<file path="src/rtl/fifo_drain_pkg.sv">
// fifo_drain_pkg: shared types and constants for the fifo_drain_ctrl slice.
//   drain_state_t : read-controller FSM states
//   BUF_DEPTH     : entries in the output skid buffer
package fifo_drain_pkg;

  typedef enum logic [1:0] {
    IDLE  = 2'd0,
    WAIT  = 2'd1,
    BURST = 2'd2
  } drain_state_t;

  localparam int BUF_DEPTH = 2;

endpackage

</file>
<file path="src/rtl/fifo_drain_ctrl_if.sv">
// fifo_drain_ctrl_if: bundles the fifo_mem read side and the downstream
// valid/ready stream.
//   fifo_read / fifo_data / fifo_empty / fifo_threshold : fifo_mem read port
//   m_valid / m_ready / m_data                          : output stream
// modport master : the drain controller
// modport slave  : the environment (fifo_mem plus stream sink)
interface fifo_drain_ctrl_if #(
  parameter int DATA_WIDTH = 16
);
  logic                  fifo_read;
  logic [DATA_WIDTH-1:0] fifo_data;
  logic                  fifo_empty;
  logic                  fifo_threshold;
  logic                  m_valid;
  logic                  m_ready;
  logic [DATA_WIDTH-1:0] m_data;

  modport master (
    output fifo_read, m_valid, m_data,
    input  fifo_data, fifo_empty, fifo_threshold, m_ready
  );

  modport slave (
    input  fifo_read, m_valid, m_data,
    output fifo_data, fifo_empty, fifo_threshold, m_ready
  );
endinterface

</file>
<file path="src/rtl/fifo_drain_ctrl_stream_buf2.sv">
// stream_buf2: 2-entry in-order valid/ready buffer.
//   clk_in, areset_b : clock, asynchronous active-low reset
//   push, data_in    : write one word (caller guarantees space)
//   occ              : current occupancy 0..2
//   m_valid, m_ready, m_data : output stream, head entry presented
module stream_buf2
  import fifo_drain_pkg::*;
#(
  parameter int DATA_WIDTH = 16
) (
  input  logic                  clk_in,
  input  logic                  areset_b,
  input  logic                  push,
  input  logic [DATA_WIDTH-1:0] data_in,
  output logic [1:0]            occ,
  output logic                  m_valid,
  input  logic                  m_ready,
  output logic [DATA_WIDTH-1:0] m_data
);

  logic [DATA_WIDTH-1:0] head;
  logic [DATA_WIDTH-1:0] tail;
  logic [1:0]            occ_q;
  logic                  pop;

  assign pop     = (occ_q != 2'd0) && m_ready;
  assign occ     = occ_q;
  assign m_valid = (occ_q != 2'd0);
  assign m_data  = head;

  always_ff @(posedge clk_in or negedge areset_b) begin
    if (!areset_b) begin
      head  <= '0;
      tail  <= '0;
      occ_q <= 2'd0;
    end else if (pop && push) begin
      // Occupancy unchanged; the new word lands behind whatever stays.
      if (occ_q == 2'd1) begin
        head <= data_in;
      end else begin
        head <= tail;
        tail <= data_in;
      end
    end else if (pop) begin
      head  <= tail;
      occ_q <= occ_q - 2'd1;
    end else if (push && (occ_q != 2'(BUF_DEPTH))) begin
      if (occ_q == 2'd0) head <= data_in;
      else               tail <= data_in;
      occ_q <= occ_q + 2'd1;
    end
  end

endmodule

</file>
<file path="src/rtl/fifo_drain_ctrl.sv">
// fifo_drain_ctrl: read-side controller for fifo_mem. Issues bursts of
// single-cycle reads when the FIFO crosses its threshold or has held data
// for TIMEOUT cycles, and re-times the 1-cycle-latency FIFO data into a
// valid/ready stream through a 2-entry buffer.
//   clk_in, areset_b : clock, asynchronous active-low reset
//   bus (master)     : fifo_mem read port + output stream
//   burst_active     : registered, high while in BURST
//   burst_cnt        : reads issued in the current burst (saturating)
module fifo_drain_ctrl
  import fifo_drain_pkg::*;
#(
  parameter  int DATA_WIDTH = 16,
  parameter  int BURST_LEN  = 8,
  parameter  int TIMEOUT    = 16,
  localparam int CNT_W      = $clog2(BURST_LEN + 1)
) (
  input  logic               clk_in,
  input  logic               areset_b,
  fifo_drain_ctrl_if.master  bus,
  output logic               burst_active,
  output logic [CNT_W-1:0]   burst_cnt
);

  localparam int TMR_W = $clog2(TIMEOUT + 1);

  drain_state_t     state, next_state;
  logic [TMR_W-1:0] timer, timer_next;
  logic [CNT_W-1:0] cnt_next;
  logic             inflight;
  logic [1:0]       occ;
  logic             pop;
  logic [2:0]       pending;
  logic             credit_ok;
  logic             rd;

  // A read now lands in the buffer two edges later, so words already read
  // (buffered + in flight) must leave room, counting a same-cycle pop.
  assign pop       = bus.m_valid && bus.m_ready;
  assign pending   = {1'b0, occ} + {2'b00, inflight};
  assign credit_ok = pending < (3'd2 + {2'b00, pop});
  assign rd        = (state == BURST) && !bus.fifo_empty && credit_ok;
  assign bus.fifo_read = rd;

  always_comb begin
    next_state = state;
    timer_next = timer;
    cnt_next   = burst_cnt;
    case (state)
      IDLE: begin
        if (bus.fifo_threshold) begin
          next_state = BURST;
          cnt_next   = '0;
        end else if (!bus.fifo_empty) begin
          next_state = WAIT;
          timer_next = '0;
        end
      end
      WAIT: begin
        if (timer != {TMR_W{1'b1}}) timer_next = timer + 1'b1;
        if (bus.fifo_threshold || (timer == TMR_W'(TIMEOUT - 1))) begin
          next_state = BURST;
          cnt_next   = '0;
        end else if (bus.fifo_empty) begin
          next_state = IDLE;
        end
      end
      BURST: begin
        if (rd) begin
          if (burst_cnt != CNT_W'(BURST_LEN)) cnt_next = burst_cnt + 1'b1;
          if (burst_cnt == CNT_W'(BURST_LEN - 1)) next_state = IDLE;
        end else if (bus.fifo_empty) begin
          next_state = IDLE;
        end
      end
      default: next_state = IDLE;
    endcase
  end

  always_ff @(posedge clk_in or negedge areset_b) begin
    if (!areset_b) begin
      state        <= IDLE;
      timer        <= '0;
      burst_cnt    <= '0;
      inflight     <= 1'b0;
      burst_active <= 1'b0;
    end else begin
      state        <= next_state;
      timer        <= timer_next;
      burst_cnt    <= cnt_next;
      inflight     <= rd;
      burst_active <= (next_state == BURST);
    end
  end

  stream_buf2 #(
    .DATA_WIDTH (DATA_WIDTH)
  ) u_buf (
    .clk_in   (clk_in),
    .areset_b (areset_b),
    .push     (inflight),
    .data_in  (bus.fifo_data),
    .occ      (occ),
    .m_valid  (bus.m_valid),
    .m_ready  (bus.m_ready),
    .m_data   (bus.m_data)
  );

endmodule

</file>
<file path="src/flat_wrapper.sv">
// flat-port wrapper written by rule: the top's interface ports become plain ports
module fifo_drain_ctrl_flat import fifo_drain_pkg::*;
#(
  parameter  int DATA_WIDTH = 16,
  parameter  int BURST_LEN  = 8,
  parameter  int TIMEOUT    = 16,
  localparam int CNT_W      = $clog2(BURST_LEN + 1)
)
  (clk_in, areset_b, burst_active, burst_cnt, bus_fifo_read, bus_m_valid, bus_m_data, bus_fifo_data, bus_fifo_empty, bus_fifo_threshold, bus_m_ready);
  fifo_drain_ctrl_if #(.DATA_WIDTH(DATA_WIDTH)) bus_i ();
  input  logic clk_in;
  input  logic areset_b;
  output logic burst_active;
  output logic [CNT_W-1:0] burst_cnt;
  output wire logic [$bits(bus_i.fifo_read)-1:0] bus_fifo_read;
  output wire logic [$bits(bus_i.m_valid)-1:0] bus_m_valid;
  output wire logic [$bits(bus_i.m_data)-1:0] bus_m_data;
  input wire logic [$bits(bus_i.fifo_data)-1:0] bus_fifo_data;
  input wire logic [$bits(bus_i.fifo_empty)-1:0] bus_fifo_empty;
  input wire logic [$bits(bus_i.fifo_threshold)-1:0] bus_fifo_threshold;
  input wire logic [$bits(bus_i.m_ready)-1:0] bus_m_ready;
  assign bus_fifo_read = bus_i.fifo_read;
  assign bus_m_valid = bus_i.m_valid;
  assign bus_m_data = bus_i.m_data;
  assign bus_i.fifo_data = bus_fifo_data;
  assign bus_i.fifo_empty = bus_fifo_empty;
  assign bus_i.fifo_threshold = bus_fifo_threshold;
  assign bus_i.m_ready = bus_m_ready;
  fifo_drain_ctrl #(.DATA_WIDTH(DATA_WIDTH), .BURST_LEN(BURST_LEN), .TIMEOUT(TIMEOUT)) u_core (.clk_in(clk_in), .areset_b(areset_b), .bus(bus_i), .burst_active(burst_active), .burst_cnt(burst_cnt));
endmodule
</file>
<file path="config.mk">
export PLATFORM = sky130hd
export DESIGN_NAME = fifo_drain_ctrl_flat
export DESIGN_NICKNAME = d
export VERILOG_FILES = /design/src/rtl/fifo_drain_pkg.sv /design/src/rtl/fifo_drain_ctrl_if.sv /design/src/rtl/fifo_drain_ctrl_stream_buf2.sv /design/src/rtl/fifo_drain_ctrl.sv /design/src/flat_wrapper.sv
export SDC_FILE = /design/constraint.sdc
export NUM_CORES = 1
export LEC_CHECK = 0
export ABC_AREA = 1
export CORE_ASPECT_RATIO = 1.5
export CORE_MARGIN = 2
export CORE_UTILIZATION = 50
export CTS_CLUSTER_DIAMETER = 150
export CTS_CLUSTER_SIZE = 28
export DETAILED_ROUTE_END_ITERATION = 12
export MAX_ROUTING_LAYER = met4
export PLACE_DENSITY_LB_ADDON = 0.08
export SETUP_SLACK_MARGIN = 0.5
export SLEW_MARGIN = 20
export SYNTH_ARGS = -nofsm -noshare
export SYNTH_HDL_FRONTEND = slang
export SYNTH_SLANG_ARGS = --single-unit
export TNS_END_PERCENT = 1
</file>
<file path="constraint.sdc">
create_clock -name clk_in -period 2.1 [get_ports clk_in]
set_input_delay 0.42 -clock clk_in [delete_from_list [all_inputs] [get_ports clk_in]]
set_output_delay 0.42 -clock clk_in [all_outputs]
set_load 0.05 [all_outputs]
</file>
==> results of run 1 <==
## cells by family after synthesis
logic type      after synthesis  share of synthesized area (%)
simple gates                141                          26.32
compound gates               54                          11.91
flops                        47                          49.09
buf+inv                      33                          6.736
fa+ha+maj                    10                          5.222
xor+xnor                      2                         0.7312
## synthesized netlist by cell type (all sizes together)
library cell,number,share of area [%]
xor2,2,0.73
dfrtp,47,49
nand3,28,6.1
buf,7,2.5
a21oi,16,3.3
inv,24,3.8
nor2,15,3.0
or2,1,0.26
nand4,3,1.0
o21ai,38,8.6
clkbuf,2,0.47
and2,1,0.26
ha,10,5.2
nand2,91,15
nor3,2,0.42
## worst max-delay path by stage
| stage | end | slack [ps] |
|---|---|---|
| final | bus_fifo_read | 100 |
| after floorplan | bus_fifo_read | 440 |
| after detailed placement | u_core.u_buf.m_data[2]$_DFFE_PN0P_ | 150 |
| after global placement | u_core.u_buf.m_data[3]$_DFFE_PN0P_ | 200 |
| after global routing | bus_fifo_read | 40 |
| after CTS | bus_fifo_read | 70 |
## critical path, delay by kind of cell (launching register included)
kind	cells	cell delay (ps)
buffers and inverters	1	140
flip-flops	1	430
AND/OR/NAND/NOR	2	240
adder cells (fa/ha/maj)	2	480
## routing by layer
metal / global-route usage (%) / vias up / wire (um)
li1: - / 1035 / -
met4: 6.522 / 0 / 66
met2: 38.04 / 45 / 2742
met1: 25.56 / 921 / 2209
met3: 4.386 / 6 / 221
met5: - / - / 0
## cell type report
cell class / count / area, sq um
Sequential cell: 47 / 1177
Timing Repair Buffer: 54 / 528.0
Multi-Input combinational cell: 207 / 1099
Inverter: 24 / 95.09
Clock inverter: 1 / 30.03
Tap cell: 64 / 80.08
Clock buffer: 6 / 72.57
Fill cell: 415 / 1498
## through the flow
stage | instance area [sq um] | util, % | power (mW)
after global routing | 3082 | 67.30 | 4.613
after global placement | 2913 | 63.61 | 3.585
after detailed placement | 2913 | 63.61 | 3.616
final | 3082 | 67.30 | 4.332
after floorplan | 2406 | - | 2.961
after CTS | 3072 | 67.08 | 4.342
## power by group through the flow
stage,Combinational [mW],Clock [mW],Sequential [mW]
floorplan,0.929,0,2.03
global placement,2.11,0,1.47
detailed placement,2.14,0,1.48
CTS,2.23,0.659,1.45
global route,2.42,0.699,1.49
finish,2.23,0.647,1.46
## flip-flops by register name, indices dropped and copies added, names as in the netlist
name                 count
u_core.burst_cnt         4
u_core.state             2
u_core.inflight          1
u_core.u_buf.tail       16
u_core.u_buf.occ         2
u_core.burst_active      1
u_core.u_buf.m_data     16
u_core.timer             5
## repair_timing
item,CTS,global route
resized for setup,8,2
buffers inserted,3,1
endpoints found under the hold margin,0,0
endpoints found under the setup margin,60,67
pin swaps,4,4
gates cloned,0,0
==> results.md, run 1 <==
- Cells after synthesis: between 200 and 300
- Minimum period implied by the final worst setup slack: 2001 ps
- Critical path type: flip-flop to output port
- Leak pwr: 1.473 nW
- Layout net count: 370
- Worst r2r path cells: 6
- First-pass GRT wire length: 8604 um
- Logic pwr share: 51.5%
- Chip width: 60.52 um
- Clock Tree Buf Depth: 2
- Tot GR Track Use: 22.05%
- Worst slew pin tran: 619.3 ps
- Period utilisation layout: 95.29%
- Cell breakdown of the critical path: ha_2 > ha_4 > nand2_2 > and2_4 > buf_12
- IO Pins: 44
- Starting density of the core: between 50% and 60%
- Register bit total from synthesis: 47
- Worst clock skew: 6.056 ps
- Internal power: 2.408 mW
- Die Footprint: 0.005373 sq mm
- Total CTS buffers: 5
- Final hold violations: 0
- Synth cell types: 27
- Synthesized area: 0.002396 sq mm
- Critical path launch point: u_core.u_buf.occ[0]$_DFFE_PN0P_
- Dpl ws: 145.6 ps
- Status: completed
- Vias in the first global route: 1863
- CTS tree: built
- Most common cell after layout, fill and taps aside: nand2_1
- Gpl congestion: 0.8024
- CTS root buffer: clkbuf_8
- Worst VDD drop: 0.7322 mV
- Fin. max-slew vios: 0
- Critical-path maximum fanout: 3
- Core ar.: 0.004579 sq mm
- Reg2reg start: u_core.u_buf.occ[0]$_DFFE_PN0P_
- PD cells: between 1000 and 1500 mW/mm^2
- Hpwl dp: around 3800 um
- Syn_nets: 318
- Fin cells: 403
- Part of the power in the clock network: 14.9%
- Initial antenna violation count: 0
- Max Cap Violations: 0
- # H-tree levels: 2
- Sink Count: 47
- Cells after DPL: 392
- Setup TNS: 0 ps
- # DRC: 0
- Worst EP arrival: 1580 ps
- Via/cell ratio: 4.980
- Std-Cell Rows: 30
- Routed wire length: 5240 um
- Maximum clock frequency: 0.4997 GHz
- Seq pwr share: 33.6%
- Drt pass-1 iters: 4
- Initial DRC count: 66
- Routed wire per std cell: approximately 13 um
- HP Class: primary input to async pin
- Req. time, crit path: 1680 ps
- Worst hold margin: between 100 and 150 ps
- Crit. End Element: output port
- Yosys warns: 0
- Rel. slew slack: 58.71%
- Antenna diodes: 0
- Area delta synth->final: 28.62%
- Grt ovf: 0
- Hold buffers post-CTS: 0
- Final worst slack: slightly below 100 ps
- Share of layout cells above drive strength 1: 14.45%
- Largest net degree at the start of global routing: 27
- Sequential element share of the synthesized area: 49.09%
- Die H: ~89 um
- Worst-path clk slew: 90 ps
- Setup violations, final: 0
- Commonest cells after routing, fill and taps aside: nand2_1, dfrtp_1, clkdlybuf4s50_1
- Vias: 2007
- Antenna Nets Post-Route: 0
- RSZ-0062 raised after global routing: true
- Net Sw Frac: around 44%
- Highest-delay cell along the critical path: dfrtp_1
- Clk_lat worst skew: ~300 ps
- Worst setup SP type: flip-flop
- P_sw: 1.924 mW
- R2R setup slack: ~260 ps
- CP max stage delay: 430 ps
- Worst reg2reg endpoint: u_core.u_buf.m_data[3]$_DFFE_PN0P_
- Average size of a mapped cell: 8.349 sq um
- Number of port buffers: 43
Note: power is estimated with default switching activity, not from simulation.
==> run 2, diff against run 1 <==
--- a/config.mk
+++ b/config.mk
@@ -15,7 +15,6 @@
 export MAX_ROUTING_LAYER = met4
 export PLACE_DENSITY_LB_ADDON = 0.08
 export SETUP_SLACK_MARGIN = 0.5
-export SLEW_MARGIN = 20
 export SYNTH_ARGS = -nofsm -noshare
 export SYNTH_HDL_FRONTEND = slang
 export SYNTH_SLANG_ARGS = --single-unit
==> results of run 2 <==
Final layout, timing and power as in run 1 (identical DEF).
==> run 3, diff against run 2 <==
--- a/config.mk
+++ b/config.mk
@@ -7,11 +7,11 @@
 export LEC_CHECK = 0
 export ABC_AREA = 1
 export CORE_ASPECT_RATIO = 1.5
-export CORE_MARGIN = 2
 export CORE_UTILIZATION = 50
 export CTS_CLUSTER_DIAMETER = 150
 export CTS_CLUSTER_SIZE = 28
 export DETAILED_ROUTE_END_ITERATION = 12
+export HOLD_SLACK_MARGIN = 0.06
 export MAX_ROUTING_LAYER = met4
 export PLACE_DENSITY_LB_ADDON = 0.08
 export SETUP_SLACK_MARGIN = 0.5
==> results.md, run 3 (synthesized netlist as in run 1, its figures left out) <==
- Crit path top cell by count: ha_4
- # DRC: 0 (unchanged)
- R2R setup slack: 300 ps (+40 ps)
- Critical path type: flip-flop to output port
- Leak pwr: 1.518 nW (+3.0%)
- Critical-path maximum fanout: 3 (unchanged)
- Setup TNS: 0 ps (unchanged)
- Net Sw Frac: 44.85% (+0.44 points)
- GR Util met2: 42.84% (+4.8 points)
- Antenna Nets Post-Route: 0 (unchanged)
- Antenna diodes: 0 (unchanged)
- Worst-path clk slew: 90 ps (about the same)
- GRT Max-Usage Layer: met2
- Die Footprint: 0.005078 sq mm (-5.5%)
- Share of layout cells above drive strength 1: 16.08% (+1.6 points)
- RSZ-0062 raised after global routing: true
- Grt met3 use: 4.179% (-0.21 points)
- Vias: 2060 (+2.6%)
- Worst setup SP type: flip-flop
- Final hold violations: 0 (unchanged)
- Sink Count: 47 (unchanged)
- First-pass GRT wire length: 8756 um (+1.8%)
- Util after Layout: 68.22% (+0.93 points)
- Design area: 0.003124 sq mm (+1.4%)
- Internal power: 2.432 mW (+0.99%)
- Crit path depth: 7 (+2)
- Number of port buffers: 43 (unchanged)
- Core ar.: 0.004579 sq mm (unchanged)
- Most common cell after layout, fill and taps aside: nand2_1
- Via/cell ratio: 5.074 (+1.9%)
- CP max stage delay: 460 ps (+30 ps)
- Status: completed
- PD cells: 1411 mW/mm^2 (+0.40%)
- # H-tree levels: 2 (unchanged)
- Final worst slack: 109.8 ps (+10.88 ps)
- Hpwl dp: 3614 um (-3.9%)
- Maximum clock frequency: 0.5025 GHz (+0.55%)
- Crit. End Element: output port
- Total power: 4.410 mW (+1.8%)
- Minimum period implied by the final worst setup slack: 1990 ps (-10.88 ps)
- Logic pwr share: 51.4% (about the same)
- Placed Area: 0.002893 sq mm (-0.69%)
- HP Class: primary input to async pin
- Delay-heaviest family, CP: flip-flops
- Max Cap Violations: 0 (unchanged)
- Layout net count: 372 (+0.54%)
- Worst clock skew: 14.26 ps (+8.202 ps)
- Fin cells: 406 (+0.74%)
- Dpl ws: 178.2 ps (+32.62 ps)
- Part of the power in the clock network: 15.5% (+0.6 points)
- Fin. max-slew vios: 0 (unchanged)
- Initial antenna violation count: 0 (unchanged)
- Setup violations, final: 0 (unchanged)
- Area delta synth->final: 30.39%
- Area taken by multi-input logic gates: 0.001124 sq mm (+2.3%)
- Req. time, crit path: 1680 ps (about the same)
- Clk_lat worst skew: 310 ps (about the same)
- Cell breakdown of the critical path: ha_4 > ha_4 > inv_2 > nand2_2 > nor2_4 > and2_4 > buf_12
- Register area: 0.001179 sq mm (+0.11%)
- Std-Cell Rows: 30 (unchanged)
- Chip width: 58.52 um (-3.3%)
- Total CTS buffers: 5 (unchanged)
- Worst VDD drop: 0.6279 mV (-14%)
- Tot GR Track Use: 23.22% (+1.2 points)
- Worst EP arrival: 1570 ps (about the same)
- Highest-delay cell along the critical path: dfrtp_2
- Routed wire per std cell: 12.75 um (-1.9%)
- IO Pins: 44 (unchanged)
- WP buf/inv: 2 (+1)
- Worst hold margin: 192.7 ps (+70.63 ps)
- P_sw: 1.978 mW (+2.8%)
- Clock Tree Buf Depth: 2 (unchanged)
- CTS tree: built
- Rel. slew slack: 60.46% (+1.8 points)
- Drt pass-1 iters: 4 (unchanged)
- Initial DRC count: 84 (+27%)
- CTS root buffer: clkbuf_8
- Grt ovf: 0 (unchanged)
- Period utilisation layout: 94.77% (-0.52 points)
- Vias in the first global route: 2037 (+9.3%)
- Commonest cells after routing, fill and taps aside: nand2_1, dfrtp_1, clkdlybuf4s50_1
- Worst slew pin tran: 593.0 ps (-26.31 ps)
- Fill count: 420 (+1.2%)
- Routed wire length: 5178 um (-1.2%)
- Die H: 86.78 um (-2.3%)
- Gpl congestion: 0.7622 (-5.0%)
- Starting density of the core: 52.32% (unchanged)
- Reg2reg start: u_core.u_buf.occ[0]$_DFFE_PN0P_
- Worst reg2reg endpoint: u_core.u_buf.m_data[3]$_DFFE_PN0P_
- Cells after DPL: 391 (-0.26%)
- Met1 usage: 24.10% (-1.5 points)
- Worst r2r path cells: 6 (unchanged)
- Largest net degree at the start of global routing: 48 (+78%)
- Seq pwr share: 33.2% (-0.4 points)
run 3: worst max-delay path by stage:
stage / from / endpoint / slack [ps]
after floorplan: u_core.inflight$_DFF_PN0_ / bus_fifo_read / 440
final: u_core.u_buf.occ[0]$_DFFE_PN0P_ / bus_fifo_read / 110
after global placement: bus_fifo_empty / bus_fifo_read / 190
after detailed placement: bus_m_ready / u_core.u_buf.m_data[3]$_DFFE_PN0P_ / 180
after global routing: u_core.u_buf.occ[0]$_DFFE_PN0P_ / bus_fifo_read / 60
after CTS: u_core.u_buf.occ[0]$_DFFE_PN0P_ / bus_fifo_read / 90
run 3: final cells by class:
cell class	instances	share of cell area (%)
Sequential cell	47	37.73
Multi-Input combinational cell	207	35.96
Timing Repair Buffer	56	17.02
Inverter	24	3.044
Tap cell	64	2.563
Clock buffer	5	2.203
Clock inverter	3	1.482
run 3: power groups by stage:
stage	combinational [mW]	sequential [mW]	clock, mW
floorplan	0.929	2.03	0
global placement	2.07	1.47	0
detailed placement	2.10	1.48	0
CTS	2.20	1.45	0.703
global route	2.48	1.50	0.728
finish	2.27	1.46	0.682
run 3: what timing repair did:
action                     CTS  global route
hold buffers                 0             0
pin swaps                    4             5
resized for setup            9             8
hold endpoints to repair     0             0
setup endpoints to repair   59            66
buffers inserted             4             3
run 3: routing by layer:
layer  up-vias  share of wire, %
met3         8               3.4
met4         0               1.6
met5         -                 0
met1       977                41
li1       1039                 -
met2        36                54
run 3: worst reg2reg max path: stages (launching register included):
cell	delay (ps)
dfrtp_2	460
buf_4	160
ha_1	240
nand2_4	210
nand2_2	250
o21ai_0	270
o21ai_0	110
